$ cat config.mk
export PLATFORM = sky130hd
export DESIGN_NAME = coax_tx_sequencer
export DESIGN_NICKNAME = d
export VERILOG_FILES = /design/src/rtl/coax_tx_sequencer.sv
export SDC_FILE = /design/constraint.sdc
export NUM_CORES = 1
export LEC_CHECK = 0
export CAP_MARGIN = 20
export CORE_ASPECT_RATIO = 0.5
export CORE_MARGIN = 2
export CORE_UTILIZATION = 29
export CTS_CLUSTER_SIZE = 30
export DETAILED_ROUTE_END_ITERATION = 8
export GPL_ROUTABILITY_DRIVEN = 0
export GPL_TIMING_DRIVEN = 0
export PLACE_DENSITY = 0.49
export RECOVER_POWER = 25
export SLEW_MARGIN = 20
export SYNTH_ARGS = -nofsm -noshare
export SYNTH_HDL_FRONTEND = slang
export SYNTH_SLANG_ARGS = --single-unit
$ cat constraint.sdc
create_clock -name clk -period 2.5 [get_ports clk]
set_input_delay 0.5 -clock clk [delete_from_list [all_inputs] [get_ports clk]]
set_output_delay 0.5 -clock clk [all_outputs]
set_load 0.01 [all_outputs]
$ cat src/rtl/coax_tx_sequencer.sv
// Frame sequencer in front of coax_tx: buffers host words in a FIFO and, on start,
// feeds the words present at that moment as one back-to-back frame, then enforces an inter-frame gap.
module coax_tx_sequencer #(
  parameter int unsigned DEPTH        = 16,
  parameter int unsigned GAP_CLOCKS   = 64,
  parameter int unsigned LOAD_HOLDOFF = 2
) (
  input  logic       clk,
  input  logic       reset,
  input  logic [9:0] in_data,
  input  logic       in_push,
  output logic       in_full,
  output logic       in_empty,
  output logic       overflow,
  input  logic       start,
  output logic       busy,
  output logic       done,
  output logic [9:0] tx_data,
  output logic       tx_load,
  input  logic       tx_full,
  input  logic       tx_active
);

  localparam int unsigned AW = $clog2(DEPTH);
  localparam int unsigned LW = AW + 1;
  localparam int unsigned HW = (LOAD_HOLDOFF < 2) ? 1 : $clog2(LOAD_HOLDOFF);
  localparam int unsigned GW = (GAP_CLOCKS < 2) ? 1 : $clog2(GAP_CLOCKS);
  localparam int unsigned HOLD_INIT = (LOAD_HOLDOFF == 0) ? 0 : LOAD_HOLDOFF - 1;

  typedef enum logic [2:0] {
    IDLE,
    LOAD_HI,
    LOAD_LO,
    WAIT_FULL,
    WAIT_END,
    GAP
  } state_t;

  state_t state, state_d;

  logic [9:0]    mem [DEPTH];
  logic [AW-1:0] wr_ptr, rd_ptr;
  logic [LW-1:0] level;
  logic [LW-1:0] remaining, remaining_d;
  logic [HW-1:0] hold_cnt, hold_d;
  logic [GW-1:0] gap_cnt, gap_d;
  logic          seen_active, seen_d;
  logic          load_d;
  logic [9:0]    data_d;
  logic          pop, push_ok, fifo_full;

  assign fifo_full = (level == LW'(DEPTH));
  assign pop       = (state == LOAD_HI);
  // A full FIFO still accepts a push when the same cycle frees a slot.
  assign push_ok   = in_push && (!fifo_full || pop);
  assign in_full   = fifo_full;
  assign in_empty  = (level == '0);
  assign busy      = (state != IDLE);

  always_ff @(posedge clk) begin
    if (push_ok) mem[wr_ptr] <= in_data;
  end

  always_ff @(posedge clk or posedge reset) begin
    if (reset) begin
      wr_ptr   <= '0;
      rd_ptr   <= '0;
      level    <= '0;
      overflow <= 1'b0;
    end else begin
      overflow <= in_push && !push_ok;
      if (push_ok) wr_ptr <= wr_ptr + AW'(1);
      if (pop)     rd_ptr <= rd_ptr + AW'(1);
      if (push_ok && !pop)      level <= level + LW'(1);
      else if (!push_ok && pop) level <= level - LW'(1);
    end
  end

  always_ff @(posedge clk or posedge reset) begin
    if (reset) begin
      state       <= IDLE;
      remaining   <= '0;
      hold_cnt    <= '0;
      gap_cnt     <= '0;
      seen_active <= 1'b0;
      tx_load     <= 1'b0;
      tx_data     <= '0;
    end else begin
      state       <= state_d;
      remaining   <= remaining_d;
      hold_cnt    <= hold_d;
      gap_cnt     <= gap_d;
      seen_active <= seen_d;
      tx_load     <= load_d;
      tx_data     <= data_d;
    end
  end

  always_comb begin
    state_d     = state;
    remaining_d = remaining;
    hold_d      = hold_cnt;
    gap_d       = gap_cnt;
    seen_d      = seen_active;
    load_d      = 1'b0;
    data_d      = tx_data;
    done        = 1'b0;

    // Remember any tx_active high seen since the frame's first load.
    if (state != IDLE) seen_d = seen_active | tx_active;

    case (state)
      IDLE: begin
        if (start && (level != '0)) begin
          remaining_d = level;
          seen_d      = 1'b0;
          state_d     = LOAD_HI;
        end
      end
      LOAD_HI: begin
        data_d      = mem[rd_ptr];
        load_d      = 1'b1;
        remaining_d = remaining - LW'(1);
        hold_d      = HW'(HOLD_INIT);
        state_d     = LOAD_LO;
      end
      LOAD_LO: begin
        if (hold_cnt == '0) state_d = (remaining == '0) ? WAIT_END : WAIT_FULL;
        else                hold_d  = hold_cnt - HW'(1);
      end
      WAIT_FULL: begin
        if (!tx_full) state_d = LOAD_HI;
      end
      WAIT_END: begin
        if (seen_active && !tx_active) begin
          gap_d   = GW'(GAP_CLOCKS - 1);
          state_d = GAP;
        end
      end
      GAP: begin
        if (gap_cnt == '0) begin
          done    = 1'b1;
          state_d = IDLE;
        end else begin
          gap_d = gap_cnt - GW'(1);
        end
      end
      default: state_d = IDLE;
    endcase
  end

endmodule

Yosys cells after proc, flatten, opt, wreduce, memory -nomap -nowiden

Memories as Yosys holds them, arrays and structs flattened. A register that Yosys moved wholly into a read port is not among the register bits.
Cells that the tools add are included.

Add/sub/neg operators: 7
Eq/ne operators: 12
Multiplexer cells: 24
Bitwise gates (word level): 1
Reductions and logical operators: 24

Operators with widths:

| kind                  | count |
|---|---|
| $mux W3               | 6 |
| $pmux W3 S6           | 1 |
| $mux W5               | 3 |
| $mux W6               | 2 |
| $ne A2 B2 Y1 const B  | 6 |
| $pmux W6 S2           | 1 |
| $logic_not A5 Y1      | 2 |
| $pmux W5 S2           | 1 |
| $sub A5 B1 Y5 const B | 2 |
| $mux W1               | 9 |
| $add A4 B1 Y4 const B | 2 |
| $reduce_bool A2 Y1    | 4 |
| $eq A3 B2 Y1 const B  | 2 |
| $eq A3 B3 Y1 const B  | 2 |
| $logic_and A1 B1 Y1   | 6 |
| $logic_not A6 Y1      | 1 |
| $sub A6 B1 Y6 const B | 1 |
| $add A5 B1 Y5 const B | 1 |
| $eq A5 B5 Y1 const B  | 1 |
| $reduce_and A5 Y1     | 1 |
| $reduce_bool A5 Y1    | 1 |
| $logic_not A1 Y1      | 4 |
| $eq A3 B1 Y1 const B  | 1 |
| $logic_not A3 Y1      | 1 |
| other kinds (7)       | 7 |

Register bits: 31
Memory bits (writable): 160
Input port bits: 16
Output and inout bits: 16
Memories kept: 1

Memories:

| name | words | bits a word | rd ports | clocked after memory_dff | wr ports | RTL line | source |
|---|---|---|---|---|---|---|---|
| mem  | 16    | 10          | 1        | 1                        | 1        | 41       | `logic [9:0] mem [DEPTH];` |

Logic depth before layout (Yosys ltp)

Gate-level depths: netlist (run 1).

Word-level depth: 8
Depth in mapped cells: 12
Gate-level depth less buffers: 10

Least setup slack after synthesis (run 1)

OpenSTA, ideal clock, no wires.

Kind: reg-to-reg
From: reg level[0]
To: reg level[4]
Library setup time: 0.133 ns
Arrival time: 2.386 ns
Required time: 2.367 ns
Path slack: -0.020 ns
Cell stages (with the launch flop): 10
Path buffers: 0
Cell sequence: dfrtp_1 -> nor4_1 -> a31oi_4 -> ha_1 -> inv_1 -> ha_1 -> a21o_1 -> a21oi_1 -> mux2i_1 -> xnor2_1

Word-level cells in the longest chain between the ends: 7
Elaborated cells between the ends (all ways): 12

RTL lines:

| element                      | RTL line | source |
|---|---|---|
| start, declared              | 43       | `logic [LW-1:0] level;` |
| start signal, assigned       | 74       | `if (push_ok && !pop) level <= level + LW'(1);` |
| start signal, assigned       | 75       | `else if (!push_ok && pop) level <= level - LW'(1);` |
| $eq A5 B5 Y1 (*)             | 52       | `assign fifo_full = (level == LW'(DEPTH));` |
| $logic_not A1 Y1 (*)         | 55       | `assign push_ok = in_push && (!fifo_full \|\| pop);` |
| $logic_or A1 B1 Y1 (*)       | 55       |  |
| $logic_and A1 B1 Y1 (*)      | 55       |  |
| named net push_ok            | 50       | `logic pop, push_ok, fifo_full;` |
| $logic_not A1 Y1             | 75       |  |
| $logic_and A1 B1 Y1          | 75       |  |
| $reduce_bool A2 Y1 (no line) | --       |  |

The timed path passes the listed nets; every way through them passes the cells marked *. The select of a mux whose other input is x is not followed.
A chain may end at the register's enable or synchronous reset.

Worst setup path after layout (run 1)

From: reg state[1]
To: mem mem[6][8] (enable)

Word-level cells in the longest chain between the ends: 5

RTL lines:

| element                       | RTL line | source |
|---|---|---|
| start, declared               | 39       | `state_t state, state_d;` |
| start signal, assigned        | 89       | `state <= state_d;` |
| $eq A3 B1 Y1                  | 53       | `assign pop = (state == LOAD_HI);` |
| $logic_or A1 B1 Y1            | 55       |  |
| $logic_and A1 B1 Y1           | 55       |  |
| named net push_ok             | 50       |  |
| $mux W1                       | 61       | `if (push_ok) mem[wr_ptr] <= in_data;` |
| $mux W1 (not written as such) | 61       |  |
| end, declared                 | 41       |  |

The timed path passes the listed nets, and every way through them passes these cells.

==> results.cfg, run 1 <==
[clock_network]
cts_sinks = 201
clk_path_buf_depth = 3
h-tree-depth = 1
cts_root_buf = clkbuf_16
clk_pin_slew_ns = 0.06
cts_buffers = 21
tritoncts = done
clk_latency_ns = 0.50
hold_buffers = 0

[final_layout]
diodes = 0
drive_above_1_share_pct = 21.90
nFillCells = 2725
final_common_cell = edfxtp_1
final_cell_mix = 160 x edfxtp_1, 36 x dfrtp_1, 25 x mux2i_1
final_util_pct = 35.09
fin_nets = 563
synthToLayoutAreaGrowth_pct = 19.91
stdcell_count = 939

[grt]
grt_start_max_net_pins = 22
grt_pass1_vias = 4524
met3_usage_pct = 2.133
grt_pass1_wl_mm = 28.01
antenna_found_initial = 0
grt_most_used_layer = met2
grtUsageMet1_pct = 17.01
met2_usage_pct = 19.61
grt_overflow_total = 0
grt_usage_pct = 12.11

[timing]
slew_viol_final = 0
whs_ns = 0.4851
final.period_utilization_pct = 97.09
rsz0062_at_grt = yes
setup_viol = 0
final-hold-violation-count = 0
fin_ws_ns = 0.07273
period_needed_ns = 2.427
fmax_mhz = 412.0
tightest_slew_ns = 0.9845
relSlewSlack_pct = 34.29
fin_skew_ns = 0.009742

[yosys]
syn_inst = 463
synthDistinctLibCells = 52
yosysTopAreaCellShare_pct = 57.02
synth_nets = 492
syn_area_um2 = 8427
synth_top_family_by_area = multiplexers
synth_edf_count = 160
synthAdderAreaFrac_pct = 2.019
syn_area_per_cell_um2 = 18.20
ys_ff_latch = 201
postSynth.asyncResetShare_pct = 20.40
synth_mux_area_share_pct = 14.55
synth-compound-area-share_pct = 4.425
synth_area_leaders = edfxtp_1 57%, dfrtp_1 12%, mux4_1 6.2%
synth_top_cell_by_area = edfxtp_1
synth-xor-area-share_pct = 1.247
yosysSeqAreaShare_pct = 69.19
yosysWarnings = 0
ys.flop_type = edfxtp_1
yosys.area_share.simple_pct = 5.256

[floorplan]
num_rows = 44
dieArea_um2 = 30520
ios = 32
die_x_um = 245.1
die_h_um = 124.5
coreArea_um2 = 28790
floorplan.initialDensity_pct = 29.27

[pwr]
p_per_area_nw_per_um2 = 1139
p_leak_nw = 3.555
power_w = 0.01151
vdd_drop_max_mv = 0.4864

[placed_design]
io_buffers = 31
dp_hpwl_mm = 11.58
dp.cells = 886
post-place-ws_ns = -0.3707

[critical_path]
worstPathArrival_ns = 2.55
critPathBufInv = 3
end_kind = flop
reg2regPathDepth = 7
critPathKind = flop to flop
critPathMaxStageDelay_ns = 0.65
cp_top_family = simple AND/OR/NAND/NOR gates
critPathSlowestCell = nor2_2
r2r_setup_slack_ns = 0.07
r2r_end = mem[6][8]$_DFFE_PP_
cp-startpoint = state[1]$_DFFE_PP0P_
critical_path_required_ns = 2.62
critPathLaunchType = flop
crit_chain = nor3b_2 -> clkbuf_8 -> inv_8 -> a31oi_4 -> buf_4 -> nand3b_1 -> nor2_2
worstPathMaxFanout = 10
r2r-start = state[1]$_DFFE_PP0P_

[run]
maxCapViolCount = 0

[routing]
dr.first_iter.drc_count = 237
antenna_left = 0
routed_wl_mm = 18.28
first_pass_iters = 4
drc_errors = 0
viasPerCell = 4.554
num_vias = 4276
wl_per_cell_um = 19.47

[worst_hold_path]
min_path_type = flop to flop
hp-start = gap_cnt[5]$_DFFE_PP0P_
whs_path_depth = 1
holdPathEnd = gap_cnt[5]$_DFFE_PP0P_

[run_status]
outcome = finished clean
layer usage:
| metal | up-vias | routed length (um) |
|---|---|---|
| li1 | 1979 | - |
| met1 | 2206 | 8616 |
| met2 | 68 | 8637 |
| met3 | 23 | 684 |
| met4 | 0 | 345 |
| met5 | - | 0 |
worst max path at each step:
stage                                 to  slack [ns]  cells after the start
floorplan           level[4]$_DFFE_PP0P_      0.0008                     11
global placement     mem[5][9]$_DFFE_PP_       -0.46                      5
detailed placement  level[4]$_DFFE_PP0P_       -0.37                     10
CTS                                 done       0.007                      5
global route         mem[7][4]$_DFFE_PP_       -0.03                      7
finish               mem[6][8]$_DFFE_PP_        0.07                      7
synthesized netlist by cell type (all sizes together) (2+ instances only):
master and count:
o221a 2, xor2 3, a31oi 2, nand2 12, a21oi 10, o211ai 5
nor3 8, and2 13, and3 3, nor3b 3, nand3b 2, nor2 16
nand2b 2, edfxtp 160, o21a 2, nand3 4, a21o 2, buf 9
or4b 2, nor2b 2, nand4 3, nor4 3, dfrtp 41, clkbuf 14
inv 18, mux2i 25, and3b 2, xnor2 9, o21ai 17, mux2 2
ha 12, mux4 39, a2bb2oi 9
cell type report:
cell class | count | area [um2] | area share [%]
sequential | 201 | 5837 | 57.76
multi-input combinational | 221 | 2400 | 23.75
clock buffer | 29 | 555.5 | 5.498
tap | 391 | 489.2 | 4.841
timing repair buffer | 49 | 439.2 | 4.346
buffer | 22 | 210.2 | 2.080
clock inverter | 8 | 96.34 | 0.9534
inverter | 18 | 77.57 | 0.7677
sequential cells by signal, summed over array words and instances, names as in the netlist, 3 cells and up:
register / cells
mem: 160
tx_data: 10
gap_cnt: 6
level: 5
remaining: 5
rd_ptr: 4
wr_ptr: 4
state: 3
timing repair:
action                                  in CTS  in global routing
endpoints found under the hold margin        0                  0
pin swaps                                    2                 10
buffers inserted                             6                 11
resized for setup                           15                 19
endpoints found under the setup margin     147                 62
report_power, final:
part	switching [W]	internal (W)	leakage (nW)	total (W)
Sequential	0.000337	0.00421	1.93	0.00455
Combinational	0.00195	0.00196	1.30	0.00391
Clock	0.00128	0.00177	0.318	0.00305
worst reg2reg max path: stages (launching register included):
cell and delay (ns):
dfrtp_2 0.41, nor3b_2 0.19, clkbuf_8 0.17, inv_8 0.03, a31oi_4 0.19, buf_4 0.19, nand3b_1 0.21, nor2_2 0.65
stage by stage:
step	area (um2)	TNS (ns)
after floorplan	8438	0
after global placement	9238	-37.31
after detailed placement	9275	-18.32
after CTS	9993	0
after global routing	10100	-0.4101
final	10100	0
logic make-up after synthesis:
family,Yosys count
DFF,201
and+or+nand+nor,77
muxes,66
AOI/OAI and AO/OA,53
buffers and inverters,41
adders and majority gates,13
xor gates and xnor gates,12
Power figures use the tool's default switching activity.
==> run 2: changes to the inputs <==
ABC_AREA = 1   (was not set)
==> results.cfg, run 2 <==
[clock_network]
cts_buffers = 21
tritoncts = done
clk_latency_ns = 0.51
h-tree-depth = 1
cts_root_buf = clkbuf_16
cts_sinks = 201
clk_pin_slew_ns = 0.07
clk_path_buf_depth = 3

[floorplan]
floorplan.initialDensity_pct = 29.58
coreArea_um2 = 29120
die_x_um = 247.7
num_rows = 44
ios = 32
die_h_um = 125.9
dieArea_um2 = 31180

[final_layout]
top_register = mem
fin_nets = 893
synthToLayoutAreaGrowth_pct = 17.92
nFillCells = 2897
stdcell_count = 1270
largest_register_ffs = 160
final_cell_mix = 288 x nand2_1, 160 x edfxtp_1, 133 x nand3_1
register_area_um2 = 5833
final_common_cell = nand2_1
multi_input_area_um2 = 2509
diodes = 0
top_regs = mem: 160 flops, tx_data: 10 flops, gap_cnt: 6 flops
final_util_pct = 34.88
drive_above_1_share_pct = 11.26

[routing]
antenna_left = 0
first_pass_iters = 4
dr.first_iter.drc_count = 433
num_vias = 5810
wl_per_cell_um = 17.06
drc_errors = 0
routed_wl_mm = 21.67
viasPerCell = 4.575

[pwr]
p_leak_nw = 4.014
p_per_area_nw_per_um2 = 1193
vdd_drop_max_mv = 0.4384
power_w = 0.01212
clkPwrFrac_pct = 24.9
p_int_w = 0.007313
swShare_pct = 39.64
p_sw_w = 0.004803
pwr-share-comb_pct = 38.3
pwr-share-seq_pct = 36.8

[critical_path]
end_kind = flop
critPathKind = flop to flop
critPathLaunchType = flop
worstPathArrival_ns = 2.84
critical_path_required_ns = 2.91
worstPathMaxFanout = 10

[yosys]
syn_area_per_cell_um2 = 10.67
yosysWarnings = 0
ys.flop_type = edfxtp_1
yosysSeqAreaShare_pct = 67.68
synth_edf_count = 160
syn_inst = 807
ys_ff_latch = 201
postSynth.asyncResetShare_pct = 20.40
yosysMostFrequentCell = nand2_1
yosysTopAreaCellShare_pct = 55.77
synth_area_leaders = edfxtp_1 56%, nand2_1 13%, dfrtp_1 12%
synth_top_cell_by_area = edfxtp_1
synth_nets = 836
syn_area_um2 = 8615
synth_commonest_cells = 288 x nand2_1, 160 x edfxtp_1, 134 x nand3_1
synthDistinctLibCells = 30

[grt]
grt_pass1_vias = 5789
grt_overflow_total = 0
antenna_found_initial = 0
grt_start_max_net_pins = 29
grt_pass1_wl_mm = 34.02
grt_usage_pct = 14.33

[timing]
final.period_utilization_pct = 96.91
fmax_mhz = 412.8
whs_ns = 0.4733
slew_viol_final = 0
tns_ns = 0
final-hold-violation-count = 0
setup_viol = 0
rsz0062_at_grt = yes
tightest_slew_ns = 1.067
fin_skew_ns = 0.01704
relSlewSlack_pct = 28.45
period_needed_ns = 2.423

[run]
maxCapViolCount = 0

[placed_design]
dp_hpwl_mm = 14.40
io_buffers = 31
dp.cells = 1230

[run_status]
outcome = finished clean

[worst_hold_path]
min_path_type = flop to flop
[run 2: cell types whose count changed in the layout (fill, tap and decap cells not counted), moves of 8 or more]
cell       change
a2bb2oi_1      -8
buf_2         +22
buf_4         -15
clkbuf_1      -10
inv_1         +26
mux2i_1       -25
mux4_1        -20
mux4_2        -19
nand2_1      +277
nand3_1      +129
nor2_2        +11
[run 2: layer usage]
layer	up-vias	global-route usage [%]	share of wire, %
li1	2853	-	-
met1	2809	20.15	48
met2	120	22.76	46
met3	28	2.813	4.3
met4	0	3.628	2.0
met5	-	0	0
[run 2: per-stage QoR]
step                instance area (um2)  worst slack, ns
floorplan                          8615           0.3168
finish                            10160          0.07732
detailed placement                 9442          -0.2573
global route                      10160          -0.1176
global placement                   9414          -0.3507
CTS                               10120         -0.05116
[run 2: area by class of cell]
| class | count | share of cell area, % |
|---|---|---|
| Timing Repair Buffer | 34 | 3.276 |
| Buffer | 34 | 1.589 |
| Clock buffer | 21 | 5.173 |
| Sequential cell | 201 | 57.42 |
| Inverter | 46 | 1.749 |
| Multi-Input combinational cell | 526 | 24.70 |
| Clock inverter | 17 | 1.281 |
| Tap cell | 391 | 4.816 |
[run 2: worst paths after layout]
check | start | endpoint | slack, ns | depth (start not counted)
setup / recovery | state[1]$_DFFE_PP0P_ | level[4]$_DFFE_PP0P_ | 0.08 | 14
hold / removal | hold_cnt$_DFFE_PP0P_ | hold_cnt$_DFFE_PP0P_ | 0.47 | 2
setup reg to reg | state[1]$_DFFE_PP0P_ | level[4]$_DFFE_PP0P_ | 0.08 | 14
hold reg to reg | hold_cnt$_DFFE_PP0P_ | hold_cnt$_DFFE_PP0P_ | 0.47 | 2
max in group asynchronous | reset | state[0]$_DFFE_PP0P_ | 0.84 | 3
min in group asynchronous | reset | state[2]$_DFFE_PP0P_ | 0.49 | 2
[run 2: cell families after synthesis]
kind of cell | after synthesis | share of synthesized area (%)
DFF | 201 | 67.68
AOI/OAI and AO/OA | 32 | 1.961
and+or+nand+nor | 472 | 23.57
xor gates and xnor gates | 9 | 0.9151
buffers and inverters | 80 | 3.892
adders and majority gates | 13 | 1.975
[run 2: power groups by stage]
stage          Sequential [W]  Combinational [W]  Clock (W)
6_report              0.00445            0.00464    0.00302
5_1_grt               0.00451            0.00526    0.00323
3_5_place_dp          0.00450            0.00460          0
4_1_cts               0.00445            0.00463    0.00308
2_1_floorplan         0.00447            0.00301          0
3_3_place_gp          0.00450            0.00455          0
[run 2: repair_timing]
action | in CTS | in global routing
buffers inserted | 0 | 1
hold buffers | 0 | 0
pin swaps | 0 | 1
gates resized for setup | 6 | 12
setup endpoints to repair | 69 | 64
[run 2: critical path, cell delays in order (launching register included)]
cell     delay, ns
dfrtp_2       0.45
inv_2         0.10
nand3_4       0.11
nand2_2       0.14
nor2_4        0.06
nor2_8        0.17
ha_2          0.22
inv_1         0.10
fa_1          0.40
nand2_1       0.10
nand2_1       0.05
a21oi_1       0.15
xor2_1        0.15
nand2_1       0.06
o21ai_0       0.07
